### src/rtl/invalid_range_scanner_pkg.sv
// Shared constants for the invalid-ID range scanner: powers of ten, repeat multipliers,
// first-candidate and scan-length tables, pass plan entry type and FSM states.
package invalid_scan_pkg;

    localparam int MAX_DIG_LIM = 12;

    typedef logic [MAX_DIG_LIM:0][63:0]                 pow10Tab_t;
    typedef logic [MAX_DIG_LIM:0][MAX_DIG_LIM:0][63:0]  repTab_t;

    typedef struct packed {
        logic [3:0] p;
        logic       sign;   // 1 = subtract this pass from the totals
    } pass_t;

    typedef enum logic [1:0] {
        ST_IDLE,
        ST_SETUP,
        ST_SCAN,
        ST_DONE
    } scanState_t;

    function automatic pow10Tab_t buildPow10();
        pow10Tab_t t;
        t[0] = 64'd1;
        for (int i = 1; i <= MAX_DIG_LIM; i++) begin
            t[i] = t[i-1] * 64'd10;
        end
        return t;
    endfunction

    localparam pow10Tab_t POW10 = buildPow10();

    // M = (10^L-1)/(10^p-1), formed as 1 + 10^p + 10^2p + ... so no division is needed.
    function automatic repTab_t buildRepMult();
        repTab_t     t;
        logic [63:0] m;
        t = '0;
        for (int l = 1; l <= MAX_DIG_LIM; l++) begin
            for (int p = 1; p <= l; p++) begin
                if (l % p == 0) begin
                    m = 64'd0;
                    for (int i = 0; i < l / p; i++) begin
                        m = m * POW10[p] + 64'd1;
                    end
                    t[l][p] = m;
                end
            end
        end
        return t;
    endfunction

    localparam repTab_t REP_MULT = buildRepMult();

    function automatic repTab_t buildStartCand();
        repTab_t t;
        t = '0;
        for (int l = 1; l <= MAX_DIG_LIM; l++) begin
            for (int p = 1; p <= l; p++) begin
                if (l % p == 0) begin
                    t[l][p] = REP_MULT[l][p] * POW10[p-1];
                end
            end
        end
        return t;
    endfunction

    localparam repTab_t START_CAND = buildStartCand();

    function automatic pow10Tab_t buildScanLen();
        pow10Tab_t t;
        t[0] = 64'd0;
        for (int p = 1; p <= MAX_DIG_LIM; p++) begin
            t[p] = POW10[p-1] * 64'd9;
        end
        return t;
    endfunction

    localparam pow10Tab_t SCAN_LEN = buildScanLen();

endpackage

### src/rtl/invalid_range_scanner_pass_plan.sv
// Pass plan for one digit length: block lengths with add/subtract sign, adds first.
// Purely combinational; an empty plan is reported as nPass = 0.
module inv_pass_plan
    import invalid_scan_pkg::*;
(
    input  logic [3:0]      digLen,
    input  logic            mode,
    output pass_t [2:0]     plan,
    output logic  [1:0]     nPass
);

    function automatic pass_t mkPass(input logic [3:0] p, input logic sign);
        pass_t e;
        e.p    = p;
        e.sign = sign;
        return e;
    endfunction

    always_comb begin
        plan  = '0;
        nPass = 2'd0;
        if (!mode) begin
            if (digLen != 4'd0 && !digLen[0]) begin
                plan[0] = mkPass({1'b0, digLen[3:1]}, 1'b0);
                nPass   = 2'd1;
            end
        end else begin
            // One add pass per prime factor q (p = L/q); two primes add a p = L/(q1*q2) subtract.
            case (digLen)
                4'd2, 4'd3, 4'd5, 4'd7, 4'd11: begin
                    plan[0] = mkPass(4'd1, 1'b0);
                    nPass   = 2'd1;
                end
                4'd4: begin
                    plan[0] = mkPass(4'd2, 1'b0);
                    nPass   = 2'd1;
                end
                4'd8: begin
                    plan[0] = mkPass(4'd4, 1'b0);
                    nPass   = 2'd1;
                end
                4'd9: begin
                    plan[0] = mkPass(4'd3, 1'b0);
                    nPass   = 2'd1;
                end
                4'd6: begin
                    plan[0] = mkPass(4'd3, 1'b0);
                    plan[1] = mkPass(4'd2, 1'b0);
                    plan[2] = mkPass(4'd1, 1'b1);
                    nPass   = 2'd3;
                end
                4'd10: begin
                    plan[0] = mkPass(4'd5, 1'b0);
                    plan[1] = mkPass(4'd2, 1'b0);
                    plan[2] = mkPass(4'd1, 1'b1);
                    nPass   = 2'd3;
                end
                4'd12: begin
                    plan[0] = mkPass(4'd6, 1'b0);
                    plan[1] = mkPass(4'd4, 1'b0);
                    plan[2] = mkPass(4'd2, 1'b1);
                    nPass   = 2'd3;
                end
                default: begin
                end
            endcase
        end
    end

endmodule

### src/rtl/invalid_range_scanner.sv
// Sums and counts repeated-block IDs of one digit length inside [lo,hi], one candidate per cycle.
// Latency 1 + sum(1 + 9*10^(p-1)) per pass; start is ignored unless the FSM is idle.
module invalid_range_scanner
    import invalid_scan_pkg::*;
#(
    parameter int W       = 40,
    parameter int MAX_DIG = 10,
    parameter int SUM_W   = 56,
    parameter int CNT_W   = 24
)(
    input  logic             clk,
    input  logic             rst_n,
    input  logic             start,
    input  logic             mode,
    input  logic             accum,
    input  logic [3:0]       dig_len,
    input  logic [W-1:0]     lo,
    input  logic [W-1:0]     hi,
    output logic             busy,
    output logic             done,
    output logic [SUM_W-1:0] sum_out,
    output logic [CNT_W-1:0] cnt_out,
    output logic             ovf,
    output logic             err
);

    localparam int AW = ((SUM_W > W) ? SUM_W : W) + 1;

    scanState_t      state;
    logic            modeR;
    logic [3:0]      lenR;
    logic [W-1:0]    loR;
    logic [W-1:0]    hiR;
    logic [W-1:0]    cand;
    logic [W-1:0]    mult;
    logic [W-1:0]    stepCnt;
    logic [1:0]      passIdx;
    logic            signR;

    pass_t [2:0]     plan;
    logic  [1:0]     nPass;
    pass_t           curPass;
    logic            illegalLen;
    logic            inRange;
    logic            lastPass;
    logic [2:0]      nextIdx;
    logic [AW-1:0]   sumExt;
    logic [AW-1:0]   candExt;
    logic [AW-1:0]   sumNext;
    logic            sumCarry;
    logic [CNT_W:0]  cntExt;
    logic            cntCarry;

    inv_pass_plan uPlan (
        .digLen (lenR),
        .mode   (modeR),
        .plan   (plan),
        .nPass  (nPass)
    );

    always_comb begin
        curPass    = plan[passIdx];
        illegalLen = (dig_len == 4'd0) || (int'(dig_len) > MAX_DIG);
        inRange    = (cand >= loR) && (cand <= hiR);
        nextIdx    = {1'b0, passIdx} + 3'd1;
        lastPass   = nextIdx >= {1'b0, nPass};
        sumExt     = AW'(sum_out);
        candExt    = AW'(cand);
        sumNext    = signR ? (sumExt - candExt) : (sumExt + candExt);
        // Wide adder so candidates wider than the sum still flag a wrap.
        sumCarry   = !signR && (sumNext[AW-1:SUM_W] != '0);
        cntExt     = signR ? ({1'b0, cnt_out} - (CNT_W+1)'(1))
                           : ({1'b0, cnt_out} + (CNT_W+1)'(1));
        cntCarry   = !signR && cntExt[CNT_W];
    end

    always_ff @(posedge clk) begin
        if (!rst_n) begin
            state   <= ST_IDLE;
            busy    <= 1'b0;
            done    <= 1'b0;
            sum_out <= '0;
            cnt_out <= '0;
            ovf     <= 1'b0;
            err     <= 1'b0;
            modeR   <= 1'b0;
            lenR    <= 4'd0;
            loR     <= '0;
            hiR     <= '0;
            cand    <= '0;
            mult    <= '0;
            stepCnt <= '0;
            passIdx <= 2'd0;
            signR   <= 1'b0;
        end else begin
            done <= 1'b0;
            case (state)
                ST_IDLE: begin
                    if (start) begin
                        modeR   <= mode;
                        lenR    <= dig_len;
                        loR     <= lo;
                        hiR     <= hi;
                        passIdx <= 2'd0;
                        err     <= illegalLen;
                        if (!accum) begin
                            sum_out <= '0;
                            cnt_out <= '0;
                            ovf     <= 1'b0;
                        end
                        if (illegalLen) begin
                            state <= ST_DONE;
                            done  <= 1'b1;
                        end else begin
                            state <= ST_SETUP;
                            busy  <= 1'b1;
                        end
                    end
                end
                ST_SETUP: begin
                    if ({1'b0, passIdx} >= {1'b0, nPass}) begin
                        state <= ST_DONE;
                        done  <= 1'b1;
                        busy  <= 1'b0;
                    end else begin
                        mult    <= REP_MULT[lenR][curPass.p][W-1:0];
                        cand    <= START_CAND[lenR][curPass.p][W-1:0];
                        stepCnt <= SCAN_LEN[curPass.p][W-1:0];
                        signR   <= curPass.sign;
                        state   <= ST_SCAN;
                    end
                end
                ST_SCAN: begin
                    if (inRange) begin
                        sum_out <= sumNext[SUM_W-1:0];
                        cnt_out <= cntExt[CNT_W-1:0];
                        if (sumCarry || cntCarry) begin
                            ovf <= 1'b1;
                        end
                    end
                    cand    <= cand + mult;
                    stepCnt <= stepCnt - W'(1);
                    if (stepCnt == W'(1)) begin
                        if (lastPass) begin
                            state <= ST_DONE;
                            done  <= 1'b1;
                            busy  <= 1'b0;
                        end else begin
                            passIdx <= nextIdx[1:0];
                            state   <= ST_SETUP;
                        end
                    end
                end
                ST_DONE: begin
                    state <= ST_IDLE;
                end
                default: begin
                    state <= ST_IDLE;
                end
            endcase
        end
    end

endmodule

### config.mk
export PLATFORM = sky130hd
export DESIGN_NAME = invalid_range_scanner
export DESIGN_NICKNAME = d
export VERILOG_FILES = /design/src/rtl/invalid_range_scanner_pkg.sv /design/src/rtl/invalid_range_scanner_pass_plan.sv /design/src/rtl/invalid_range_scanner.sv
export SDC_FILE = /design/constraint.sdc
export NUM_CORES = 1
export LEC_CHECK = 0
export BUFFER_PORTS_ARGS = -buffer_cell sky130_fd_sc_hd__clkbuf_2
export CORE_AREA = 2 2 283 285
export DETAILED_ROUTE_END_ITERATION = 7
export DIE_AREA = 0 0 285 287
export PLACE_DENSITY_LB_ADDON = 0.3
export RECOVER_POWER = 100
export SYNTH_ARGS = -nofsm -noshare
export SYNTH_HDL_FRONTEND = slang
export SYNTH_HIERARCHICAL = 1
export SYNTH_SLANG_ARGS = --single-unit
export TNS_END_PERCENT = 50
### constraint.sdc
create_clock -name clk -period 8.4 [get_ports clk]
set_input_delay 0.42 -clock clk [delete_from_list [all_inputs] [get_ports clk]]
set_output_delay 0.42 -clock clk [all_outputs]
set_load 0.005 [all_outputs]
# == Word-level counts from Yosys, hierarchy flattened ==
# Memories as Yosys holds them, arrays and structs flattened. A register that Yosys moved wholly into a read port is not among the register bits.
# Cells that the tools add are included.
# word_totals
ff_bits,294
input_bits,89
output_inout_bits,84
memories,3
wordCells,149
mem_bits_ro,27648
# mem_list
memory,depth,word_bits,read_ports,rd_ports_with_merged_regs,write_ports,line,rtl
(name not given),16,832,1,1,0,invalid_range_scanner.sv:127,cand <= START_CAND[lenR][curPass.p][W-1:0];
(name not given),16,832,1,1,0,invalid_range_scanner.sv:126,mult <= REP_MULT[lenR][curPass.p][W-1:0];
(name not given),16,64,1,0,0,invalid_range_scanner.sv:128,stepCnt <= SCAN_LEN[curPass.p][W-1:0];
# op_classes
n_mux,62
n_addsub,7
n_bitwise,1
reduce_logical,27
eq_ne,25
magnitude_cmp,8
# op_table
op,n
832-bit two-way mux,2
64-bit binary-select mux with 4-bit select,2
40-bit two-way mux,5
56-bit two-way mux,3
40-bit one-hot mux with 2 select lines,2
56-bit one-hot mux with 2 select lines,1
24-bit two-way mux,3
56-bit by 40-bit adder with 57-bit output,1
57-bit two-way mux,1
56-bit by 40-bit subtractor with 57-bit output,1
24-bit one-hot mux with 2 select lines,1
40-bit adder,1
40-bit by 1-bit equality test with 1-bit output (second input constant),1
40-bit greater-or-equal comparator,1
40-bit less-or-equal comparator,1
40-bit by 1-bit subtractor with 40-bit output (second input constant),1
24-bit by 1-bit adder with 25-bit output (second input constant),1
25-bit two-way mux,1
24-bit by 1-bit subtractor with 25-bit output (second input constant),1
4-bit one-hot mux with 6 select lines,1
4-bit equality test (second input constant),5
4-bit two-way mux,5
2-bit inequality test (second input constant),10
4-bit by 3-bit equality test with 1-bit output (second input constant),4
other kinds (36),75

# == Logic depth before layout (Yosys ltp) ==
# depth
word_depth,10
depth_mapped,22
ltp_nobuf,20

# == Modules after synthesis ==
# The synthesis kept the hierarchy.
# modules_own_cells
mod,instances,seq_area_each_um2,area_each_um2,cells_per_inst
invalid_range_scanner,1,6866.6,23945.5,3240
inv_pass_plan,1,0.0,244.0,35

# == Least setup slack after synthesis ==
# Ideal clock, no wire load.
# synth_path
path_type,reg-to-reg
start,reg cand[2]
end,reg ovf
arrival_ns,5.140
setup_time_ns,0.079
slack_ns,3.182
path_buffers,2
period_less_slack_ns,5.218
stages_incl_launch_ff,22
t_required_ns,8.321
cell_sequence,dfxtp_1 -> nor3_1 -> nor4b_1 -> nand2_1 -> o21bai_1 -> o21ai_0 -> nor2_1 -> o21a_1 -> clkbuf_1 -> xnor2_1 -> ha_1 -> clkbuf_1 -> nand4_1 -> nor4_1 -> o211ai_1 -> o211ai_1 -> o21ba_2 -> o31ai_1 -> a41oi_1 -> xnor2_1 -> a2111o_1 -> o211ai_1
# synth_via
elab_chain_len,6
elab_cells_between_ends,11
cone_classes,add/sub: 2; order compare: 2; eq/ne: 2; mux: 1; reduce/logical: 4
# synth_lines
element,line,rtl
from (decl),invalid_range_scanner.sv:34,logic [W-1:0] cand;
from (signal assigned),invalid_range_scanner.sv:127,
from (signal assigned),invalid_range_scanner.sv:141,cand <= cand + mult;
56-bit by 40-bit adder with 57-bit output or 56-bit by 40-bit subtractor with 57-bit output (tied branches),invalid_range_scanner.sv:69,sumNext = signR ? (sumExt - candExt) : (sumExt + candExt);
57-bit two-way mux,invalid_range_scanner.sv:69,
1-bit logical AND,invalid_range_scanner.sv:71,sumCarry = !signR && (sumNext[AW-1:SUM_W] != '0);
1-bit logical OR,invalid_range_scanner.sv:137,if (sumCarry || cntCarry) begin
2-bit inequality test (no source line),-,
5-bit AND reduction (no source line) *,-,
to (signal assigned),invalid_range_scanner.sv:84,ovf <= 1'b0;
to (signal assigned),invalid_range_scanner.sv:109,ovf <= 1'b0;
to (signal assigned),invalid_range_scanner.sv:138,ovf <= 1'b1;
to (decl),invalid_range_scanner.sv:23,"output logic ovf,"
# Every way passes the cells marked *; elsewhere a longest branch is shown, timed or not.
# A chain may end at the register's enable or synchronous reset.

# == Worst setup path after layout ==
# Ends and elaborated chain as after synthesis.

==> metrics.txt <==
outcome complete, but fails checks; core area 78,600 µm²; CTS tree done; area leader, netlist dfxtp_1; die height 287 µm; Cell Pwr Density 348 nW/µm²; fin. max-slew vios 462; drt wl/cell 18.9 µm; Die Span X 285 µm; clk_skew 0.0542 ns; Place WS 1.80 ns; Post-CTS Setup Repair Bufs 0; Area Overhead vs Synth 12.8%; Critical Setup Path Class reg -> reg; post_cts resized 0; Post-Synthesis Cell Area 24,200 µm²; Reg clk slew, reported paths 0.06 ns; Yosys top cell area share 28.4%; Tot Pwr 9.50 mW; vias in the first global route 22.4k; worst reg2reg endpoint ovf$_SDFFE_PN0P_; max_slew headroom -143%; hold depth 3; gr ovfl total 0; Hold Crit Endpoint loR[5]$_SDFFE_PN0P_; Synth Register Bits 343; DRT Wirelength 83.4 mm; worst hold path class in -> reg; sequential fraction of the synthesis area 28.4%; Root Driver clkbuf_16; R2R cell count 19; crit path max fanout 11; Final Hold Violating Endpoints 0; Worst-Margin Slew 3.65 ns; xor/xnor cell area share of the yosys netlist 5.39%; CP Data Required Time 8.92 ns; DR iter-0 viols 1,866; DRT Pass-1 Iters 5; R2R Setup Slk 1.61 ns; CP cell instances nor3_1 -> nor4b_1 -> nand2_1 -> o21bai_1 -> o21ai_0 -> nor2_1 -> o21a_1 -> xnor2_1 -> ha_1 -> nand4_1 -> nor4_1 -> o211ai_1 -> o211ai_1 -> o21ba_1 -> o31ai_1 -> a41oi_1 -> xnor2_1 -> a2111o_1 -> o211ai_1; mux contribution to synthesized area 1.02%; num ports 173; DIE AREA 81,800 µm²; Simple-Gate Fraction of Synth Area 20.7%; met1 Track Usage GR 27.2%; antenna cells 0; All-Layer GR Usage 19.8%; Synth Instances 3,275; Final Setup Violations 0; cell leakage power 11.3 nW; PortBufs 172; post-DP HPWL 62.3 mm; first-pass GRT wire length 130 mm; Distinct cells, synth 83; Inserted Clock Buffers 43; Post-synth EDFFs 0; Worst path slowest cell nor4b_1; Min Clock Period, post-route 6.79 ns; Util after Layout 34.7%; Initial Utilization 30.8%; critical path's largest stage delay 1.15 ns; failing checks max-capacitance violations, max-slew violations; Site Rows 103; largest net degree at the start of global routing 94; Worst R2R Start cand[2]$_SDFFE_PN0P_; Residual DRC 0; M3 GR Usage 2.71%; GP Congestion 0.931; worst endpoint data arrival time 7.31 ns; crit start category flop; final worst slack 1.61 ns; hold_sp lo[5]; via count 23.8k; Highest Clock Rate 0.147 GHz; RSZ-0062 raised after global routing no; critical path endpoint category flop; Synth Flop Type dfxtp_1; CP most frequent cell o211ai_1; Worst-Skew Late Latency 0.61 ns; # H-tree levels 2; Max clock buf depth 3; crit share post-route 80.9%; Syn Area/Cell 7.39 µm²; Yosys warning total 6; largest family of logic cells by synthesized area compound AO/OA/AOI/OAI gates; NumNets Final 3,640; Compound-Gate Fraction of Synth Area 27.1%; top cells by area, synth dfxtp_1 28%, ha_1 11%, a21oi_1 9.1%; Synth Area in Adders 11.6%; DRT antenna net count 0; Max Cap Violations 9; # hold bufs at CTS 4; async set or reset register ratio after synthesis 0%; worst vdd ir 0.000144 V; clock sink total 343; GRT Max-Usage Layer met2; share of layout cells above drive strength 1 7.29%; grt met2 use 32.0%; initial antenna violation count 1; Via-to-Cell Ratio 5.39; Fin Setup TNS 0 ns; Fillers 8,437
cell usage after synthesis, drive strengths merged, types with 24 or more instances:
cell type and n:
nand2 451, a21oi 442, dfxtp 343, nor2 253, o21ai 221, ha 218, clkbuf 174, inv 150
nand3 114, xnor2 101, a21o 90, nor3 64, xor2 48, nand4 41, a211oi 39, o21a 33
a31oi 32, nor4 32, nand2b 31, buf 30, a221oi 26, and2 24, and3 24
worst max-delay path, delay by kind of cell, from the launching register on:
family          cells  cell delay [ns]
compound gates     10             2.96
simple gates        6             2.53
fa+ha+maj           1             0.49
flops               1             0.40
xor+xnor            2             0.30
how the worst max path moves through the flow:
stage	startpoint	end	slack, ns
global placement	cand[2]$_SDFFE_PN0P_	ovf$_SDFFE_PN0P_	1.93
finish	cand[2]$_SDFFE_PN0P_	ovf$_SDFFE_PN0P_	1.61
floorplan	cand[2]$_SDFFE_PN0P_	ovf$_SDFFE_PN0P_	3.18
global route	cand[2]$_SDFFE_PN0P_	ovf$_SDFFE_PN0P_	1.01
CTS	cand[2]$_SDFFE_PN0P_	ovf$_SDFFE_PN0P_	1.74
detailed placement	cand[2]$_SDFFE_PN0P_	ovf$_SDFFE_PN0P_	1.80
power by group:
| group | internal, mW | switching (mW) |
|---|---|---|
| Combinational | 1.89 | 3.40 |
| Sequential | 1.88 | 0.327 |
| Clock | 1.16 | 0.843 |
| Total | 4.93 | 4.57 |
placed cells by master, fill, tap and decap left out, types with 15 or more instances in the layout:
cell type,netlist,final
a21oi_1,442,440
mux2i_1,19,19
o21bai_1,15,15
inv_1,149,149
nand3_1,114,114
nand2_1,450,450
a221oi_1,26,26
ha_1,218,217
nor2b_1,16,16
nand4_1,41,41
a22oi_1,21,21
and3_1,24,24
buf_4,11,18
a211oi_1,39,39
nor4_1,31,32
o211ai_1,20,20
clkbuf_16,0,43
clkbuf_1,173,78
dfxtp_1,343,342
o21ai_0,217,219
a31oi_1,32,32
and2_1,23,20
o21a_1,33,33
nor3_1,64,64
or3_1,15,15
nand2b_1,31,31
a21o_1,90,90
xnor2_1,101,101
nor2_1,253,253
xor2_1,48,48
clkbuf_2,1,110
area by class of cell:
cell class	count	area, µm²	area share, %
clock buffer	51	1160	4.24
clock inverter	28	364	1.33
inverter	152	576	2.11
multi-input combinational	2582	16000	58.7
sequential	343	6870	25.2
tap	1050	1310	4.81
timing repair buffer	207	1010	3.69
logic make-up (layout without fill, tap and decap cells):
group | Yosys count | in the layout
and+or+nand+nor | 1105 | 1105
muxes | 24 | 24
DFF | 343 | 343
buffers and inverters | 356 | 438
AOI/OAI and AO/OA | 1075 | 1075
other | 1 | 7
adders and majority gates | 222 | 222
xor gates and xnor gates | 149 | 149
metal layers:
metal | vias up | wire, µm
met3 | 121 | 4700
met4 | 0 | 2550
met1 | 11100 | 38600
li1 | 11800 | -
met2 | 689 | 37500
met5 | - | 0
per-stage QoR:
stage	instance area, µm²	std cells	hold WS [ns]
4_1_cts	27500	4413	0.000807
2_1_floorplan	24200	3281	0.436
5_1_grt	27300	4413	0.0267
6_report	27300	4413	0.0344
3_3_place_gp	25900	4330	0.445
3_5_place_dp	25900	4330	0.448
(Power assumes the default switching activity.)
